===== src/rtl/uart_pix_pkg.sv =====
// Shared definitions for the UART-to-pixel packer: FSM states, sync header bytes
// and pixel format selectors.
package uart_pix_pkg;

  typedef enum logic [1:0] {
    HUNT  = 2'd0,
    HDR1  = 2'd1,
    BYTE0 = 2'd2,
    BYTE1 = 2'd3
  } pix_state_e;

  localparam logic [7:0] SYNC0 = 8'h55;
  localparam logic [7:0] SYNC1 = 8'hAA;

  localparam int MODE_RGB332 = 0;
  localparam int MODE_RGB565 = 1;

endpackage


===== src/rtl/rgb332_to_565.sv =====
// Combinational RGB332 -> RGB565 expander; low bits are filled by replicating the
// top bits so full-scale inputs map to full-scale outputs.
module rgb332_to_565
  import uart_pix_pkg::*;
(
  input  logic [7:0]  rgb332,
  output logic [15:0] rgb565
);

  assign rgb565 = {rgb332[7:5], rgb332[7:6],
                   rgb332[4:2], rgb332[4:2],
                   rgb332[1:0], rgb332[1:0], rgb332[1]};

endmodule


===== src/rtl/uart_pixel_packer.sv =====
// Packs the UART byte stream into RGB565 pixels with linear frame addresses,
// optional sync-header framing, a ready/valid output and sticky error flags.
module uart_pixel_packer
  import uart_pix_pkg::*;
#(
  parameter int H_PIXEL     = 640,
  parameter int V_PIXEL     = 480,
  parameter int ADDR_W      = 24,
  parameter int MODE        = 0,
  parameter int SYNC_EN     = 1,
  parameter int TIMEOUT_CYC = 50000
) (
  input  logic              sys_clk,
  input  logic              sys_rst_n,
  input  logic [7:0]        in_data,
  input  logic              in_flag,
  input  logic              wr_ready,
  input  logic              clr_err,
  output logic [15:0]       pix_data,
  output logic              pix_valid,
  output logic [ADDR_W-1:0] pix_addr,
  output logic              sof,
  output logic              frame_done,
  output logic              err_overrun,
  output logic              err_timeout
);

  localparam int                TMO_W      = $clog2(TIMEOUT_CYC + 1);
  localparam logic [TMO_W-1:0]  TMO_LAST   = TMO_W'(TIMEOUT_CYC - 1);
  localparam logic [ADDR_W-1:0] LAST_ADDR  = ADDR_W'(H_PIXEL * V_PIXEL - 1);
  localparam pix_state_e        IDLE_STATE = (SYNC_EN != 0) ? HUNT : BYTE0;

  pix_state_e        state_reg, state_next;
  logic [TMO_W-1:0]  tmo_cnt_reg, tmo_cnt_next;
  logic [7:0]        hi_reg, hi_next;
  logic [15:0]       pix_data_reg, pix_data_next;
  logic              pix_valid_reg, pix_valid_next;
  logic [ADDR_W-1:0] pix_addr_reg, pix_addr_next;
  logic              err_overrun_reg, err_overrun_next;
  logic              err_timeout_reg, err_timeout_next;

  logic [15:0] expanded;
  logic        complete, accept, overrun, tmo_hit;
  logic        transfer, last_xfer;

  generate
    if (MODE == MODE_RGB332) begin : g_rgb332
      rgb332_to_565 u_expand (
        .rgb332 (in_data),
        .rgb565 (expanded)
      );
    end else begin : g_rgb565
      assign expanded = {hi_reg, in_data};
    end
  endgenerate

  assign transfer  = pix_valid_reg & wr_ready;
  assign last_xfer = transfer && (pix_addr_reg == LAST_ADDR);

  always_comb begin
    state_next   = state_reg;
    hi_next      = hi_reg;
    tmo_cnt_next = '0;
    tmo_hit      = 1'b0;
    complete     = 1'b0;

    // Idle counter only matters while a header or pixel is half received.
    if ((state_reg == HDR1 || state_reg == BYTE1) && !in_flag) begin
      if (tmo_cnt_reg == TMO_LAST) tmo_hit = 1'b1;
      else                         tmo_cnt_next = tmo_cnt_reg + 1'b1;
    end

    case (state_reg)
      HUNT: begin
        if (in_flag && in_data == SYNC0) state_next = HDR1;
      end
      HDR1: begin
        if (in_flag) begin
          if (in_data == SYNC1)      state_next = BYTE0;
          else if (in_data != SYNC0) state_next = HUNT;
        end else if (tmo_hit) begin
          state_next = HUNT;
        end
      end
      BYTE0: begin
        if (in_flag) begin
          if (MODE == MODE_RGB332) begin
            complete = 1'b1;
          end else begin
            hi_next    = in_data;
            state_next = BYTE1;
          end
        end
      end
      BYTE1: begin
        if (in_flag) begin
          complete   = 1'b1;
          state_next = BYTE0;
        end else if (tmo_hit) begin
          hi_next    = '0;
          state_next = BYTE0;
        end
      end
      default: state_next = IDLE_STATE;
    endcase

    // End of frame: the next frame must announce itself with a fresh header.
    if (last_xfer && SYNC_EN != 0) state_next = HUNT;
  end

  always_comb begin
    overrun = complete && pix_valid_reg && !wr_ready;
    // A byte completing a pixel as the frame closes has no frame to land in.
    accept  = complete && !overrun && !(last_xfer && SYNC_EN != 0);

    pix_valid_next = accept | (pix_valid_reg & ~transfer);
    pix_data_next  = accept ? expanded : pix_data_reg;

    pix_addr_next = pix_addr_reg;
    if (transfer) pix_addr_next = last_xfer ? '0 : pix_addr_reg + 1'b1;

    err_overrun_next = overrun | (err_overrun_reg & ~clr_err);
    err_timeout_next = tmo_hit | (err_timeout_reg & ~clr_err);
  end

  always_ff @(posedge sys_clk or negedge sys_rst_n) begin
    if (!sys_rst_n) begin
      state_reg       <= IDLE_STATE;
      tmo_cnt_reg     <= '0;
      hi_reg          <= '0;
      pix_data_reg    <= '0;
      pix_valid_reg   <= 1'b0;
      pix_addr_reg    <= '0;
      err_overrun_reg <= 1'b0;
      err_timeout_reg <= 1'b0;
    end else begin
      state_reg       <= state_next;
      tmo_cnt_reg     <= tmo_cnt_next;
      hi_reg          <= hi_next;
      pix_data_reg    <= pix_data_next;
      pix_valid_reg   <= pix_valid_next;
      pix_addr_reg    <= pix_addr_next;
      err_overrun_reg <= err_overrun_next;
      err_timeout_reg <= err_timeout_next;
    end
  end

  assign pix_data    = pix_data_reg;
  assign pix_valid   = pix_valid_reg;
  assign pix_addr    = pix_addr_reg;
  assign sof         = transfer && (pix_addr_reg == '0);
  assign frame_done  = last_xfer;
  assign err_overrun = err_overrun_reg;
  assign err_timeout = err_timeout_reg;

endmodule


===== config.mk =====
export PLATFORM = sky130hd
export DESIGN_NAME = uart_pixel_packer
export DESIGN_NICKNAME = d
export VERILOG_FILES = /design/src/rtl/uart_pix_pkg.sv /design/src/rtl/rgb332_to_565.sv /design/src/rtl/uart_pixel_packer.sv
export SDC_FILE = /design/constraint.sdc
export NUM_CORES = 1
export LEC_CHECK = 0
export BUFFER_PORTS_ARGS = -buffer_cell sky130_fd_sc_hd__buf_2
export CAP_MARGIN = 10
export CORE_AREA = 2 2 69 84
export DETAILED_ROUTE_END_ITERATION = 16
export DIE_AREA = 0 0 71 86
export PLACE_DENSITY_LB_ADDON = 0.3
export SETUP_SLACK_MARGIN = 0.05
export SLEW_MARGIN = 30
export SYNTH_ARGS = -nofsm -noshare
export SYNTH_HDL_FRONTEND = slang
export SYNTH_HIERARCHICAL = 1
export SYNTH_SLANG_ARGS = --single-unit

===== constraint.sdc =====
create_clock -name sys_clk -period 5.6 [get_ports sys_clk]
set_clock_uncertainty 0.1 [all_clocks]
set_input_delay 0.56 -clock sys_clk [delete_from_list [all_inputs] [get_ports sys_clk]]
set_output_delay 0.56 -clock sys_clk [all_outputs]
set_load 0.005 [all_outputs]

* After elaboration in Yosys (flattened, before gate mapping) *
Index checks and enable logic that the tools add are counted.

storage, ports and cells
  input port bits = 13
  flip-flop bits (word level) = 61
  word-level logic and storage cells = 64

operators by class
  $add $sub $neg = 2
  reductions and logical operators = 17
  equality and inequality tests = 13
  multiplexer cells = 16
  bitwise operators = 9

operators by type and width
  kind                     number
  $mux W16                 2
  $add A24 B1 Y24 const B  1
  $eq A24 B19 Y1 const B   1
  $logic_not A24 Y1        1
  $mux W24                 1
  $add A16 B1 Y16 const B  1
  $eq A16 B16 Y1 const B   1
  $mux W2                  8
  $eq A8 B7 Y1 const B     1
  $eq A8 B8 Y1 const B     1
  $logic_and A1 B1 Y1      8
  $ne A4 B4 Y1 const B     2
  $ne A8 B7 Y1 const B     1
  $pmux W2 S3              1
  $ne A5 B3 Y1 const B     1
  $reduce_and A5 Y1        1
  $and A1 B1 Y1            4
  $eq A2 B2 Y1 const B     2
  $logic_not A1 Y1         4
  $mux W1                  4
  $ne A3 B3 Y1 const B     1
  $or A1 B1 Y1             3
  $eq A2 B1 Y1 const B     1
  $logic_not A2 Y1         1
  4 further kinds          5

* Depth between registers and ports, before layout *
  depth in word-level cells = 9
  depth in mapped cells = 6
  depth with buffers taken out = 5

* By module *
Netlist, hierarchy kept.

modules (own cells, without submodules)
  module             area each (sq um)  cells each  instances  seq. area each (sq um)
  uart_pixel_packer  2957.8             264         1          1526.5
  rgb332_to_565      120.1              16          1          0.0

* Worst setup path after synthesis *
Ideal clock, no wire load.

  path type = reg2out
  from = register pix_addr_reg[6] (netlist: pix_addr[6])
  to = output sof
  stages on the path, launching flop included = 4
  arrival time = 1466 ps
  path buffers = 0
  setup slack = 3474 ps
  cell sequence = dfrtp_1 > or4_1 > or4_1 > nor3_1

between the ends
  word-level cells in the longest chain between the ends = 2

RTL lines
  what                    line                      RTL
  start, declared         uart_pixel_packer.sv:38   logic [ADDR_W-1:0] pix_addr_reg, pix_addr_next;
  start signal, assigned  uart_pixel_packer.sv:142  pix_addr_reg <= pix_addr_next;
  $logic_not A24 Y1       uart_pixel_packer.sv:151  assign sof = transfer && (pix_addr_reg == '0);
  $logic_and A1 B1 Y1     uart_pixel_packer.sv:151
  end, declared           uart_pixel_packer.sv:22   output logic sof,

No other way between the ends.

* Worst setup path after layout *
  from = register pix_addr_reg[4] (netlist: pix_addr[4])
  to = output frame_done

between the ends
  word-level cells in the longest chain between the ends = 2

RTL lines
  what                 line                     RTL
  $eq A24 B19 Y1       uart_pixel_packer.sv:58  assign last_xfer = transfer && (pix_addr_reg == LAST_ADDR);
  $logic_and A1 B1 Y1  uart_pixel_packer.sv:58
  end, declared        uart_pixel_packer.sv:23  output logic frame_done,

No other way between the ends.

==> run metrics <==
DP HPWL 4180 um; sw frac 21.7%; Warnings, synthesis 6; Power Density 244 nW/um^2; most numerous cell in the Yosys netlist dfrtp_1; TritonCTS buffer count 9; power share of the clock group 45.6%; DP Area 3280 um^2; Final #Nets 341; area leader, netlist dfrtp_1; grt total ovfl 0; Setup WS pre-CTS 2.76 ns; metal2 WL 2810 um; LEAKAGE 1.76 nW; met1 wire length 2710 um; Synth Cell Area 3080 um^2; CTS Root Cell clkbuf_8; CTS tree built; area grow syn2layout 12.7%; Hold-fix buffers, CTS 0; Starting DRT DRC Count 115; drt drc 0; P_int 664 uW; Required @ worst endpoint 4.94 ns; initial core utilization 58.5%; Sw Pwr 184 uW; Avg WL per Cell 15.2 um; setup TNS 0 ns; Final min period 2.99 ns; Sequential Power Share 52.1%; Tcrit/Tclk final 53.3%; CP Data Arrival Time 2.33 ns; syn_nets 296; Hold Vio Cnt, Final 0; distinct cell type count after synthesis 45; vias per inst 5.59; syn_area_per_cell 11.0 um^2; synth cell count leaders dfrtp_1, nor2_1, xor2_1, buf_4, nand2_1; buffer levels on the longest clock path 2; max layer used met4; fin worst setup slack 2.61 ns; clk slew on worst S/H paths 0.07 ns; row count 29; Synth Flop Type dfrtp_1; layout cells sized above 1 28.8%; register area share after synthesis 49.6%; Worst setup EP type output port; Final Wtd Congestion 0.813; Synth async-reset ratio 100%; Yosys reg bits 61; ANT nets after route 0; final max-slew violation count 0; first-pass GRT wire length 10200 um; via count 2193; status complete, no violations; fin area 3470 um^2; Buffers on Ports 57; Boundary Pins 58; Comb pwr share 2.3%; final setup fails 0; Cells after DPL 376; Crit Path Class register to output port; clock sink count 61; Core Box Area 5260 um^2; met3 WL 310 um; Max FO, Critical Path 12; die area 6110 um^2; Tot GR Track Use 21.2%; peak supply drop 149 uV; Die Width 71 um; initial antenna violation count 0; die height 86 um; Slew @ Worst Pin 0.758 ns; Max H-tree Level 3; Max Cap Violations 0; Setup Fix Bufs, Post-CTS 0; n_diodes 0; total routed wirelength 5950 um; worst min path class primary input to async pin; Max-slew headroom 49.3%; Post-synth EDFFs 0; cells after synthesis 280; Resize count post-CTS 0; Fmax achieved 335 MHz; post-synth top area share 49.6%; Clock Latency Late Sink 0.34 ns; Layout Cells excl Fill 392; RSZ-0062 raised after global routing false; largest net degree at the start of global routing 62; Pre-antenna DRT Iters 4; max reg flops 24; synth top area cells dfrtp_1, xor2_1, mux2_4; crit path launch type register; vias in the first global route 2171
-- power by group through the flow --
stage / Clock [mW] / Combinational [mW] / Sequential [mW]
detailed placement: 0 / 0.0204 / 0.450
global route: 0.413 / 0.0226 / 0.441
global placement: 0 / 0.0198 / 0.450
floorplan: 0 / 0.0106 / 0.450
finish: 0.386 / 0.0196 / 0.442
CTS: 0.395 / 0.0204 / 0.442
-- placed cells by master (no fill, tap or decap), types with 4 or more instances in the layout --
master     n
nand4_1   13
mux2_4    10
nor4_1     4
nand2_1   16
nand3_1   13
buf_2     57
mux2_2     6
dfrtp_1   61
and4_1     6
clkbuf_8  10
a21oi_1    7
xor2_1    22
inv_1      9
xnor2_1    6
nor2_1    25
or3_1      4
o21ai_0    8
and3_1     6
nor4b_1    4
and2_1     4
-- critical path: stages, from the launching register on --
cell	delay, ns
dfrtp_1	0.46
and4_1	0.31
nand4_2	0.30
nor2_1	0.68
buf_2	0.24
-- kinds of logic (layout without fill, tap and decap cells) --
group | after synthesis | after routing | share of synthesized area (%)
multiplexers | 18 | 18 | 7.72
XOR/XNOR | 28 | 28 | 7.97
flip-flops | 61 | 61 | 49.6
adder cells (fa/ha/maj) | 3 | 3 | 1.22
AND/OR/NAND/NOR | 116 | 116 | 22.6
AO/OA/AOI/OAI | 21 | 21 | 4.15
buffers and inverters | 33 | 83 | 6.71
-- stage by stage --
| stage | util [%] | hold WS [ns] | total power, mW |
|---|---|---|---|
| finish | 65.9 | 0.258 | 0.848 |
| global route | 65.9 | 0.329 | 0.876 |
| CTS | 65.9 | 0.286 | 0.857 |
| detailed placement | 62.3 | 0.392 | 0.470 |
| global placement | 62.3 | 0.368 | 0.470 |
| floorplan | - | 0.164 | 0.461 |
-- cell type report --
cell class	instances	area [um^2]
clock buffers	12	145
clock inverters	4	47.5
fillers	433	1790
inverters	9	33.8
multi-input cells	186	1350
flip-flops and latches	61	1530
well taps	62	77.6
repair buffers	58	293
-- path summary, 6_finish.rpt --
check                               startpoint         endpoint  slack (ns)  cells past startpoint
min in group sys_clk                   clr_err      err_timeout        0.33                      2
worst min register to register  tmo_cnt_reg[0]   tmo_cnt_reg[0]        0.40                      1
worst min-delay path                 sys_rst_n  tmo_cnt_reg[15]        0.26                      2
worst max register to register     pix_addr[4]     pix_data[15]        3.29                      4
max in group asynchronous            sys_rst_n   tmo_cnt_reg[7]        4.65                      2
worst max-delay path               pix_addr[4]       frame_done        2.61                      4
-- metal layers --
metal  vias up  track usage, %
met3         8            5.88
met1      1064            27.4
met4         0            9.61
li1       1066               -
met2        55            33.5
met5         -               0
No activity file was read; power rests on OpenSTA's default activity.
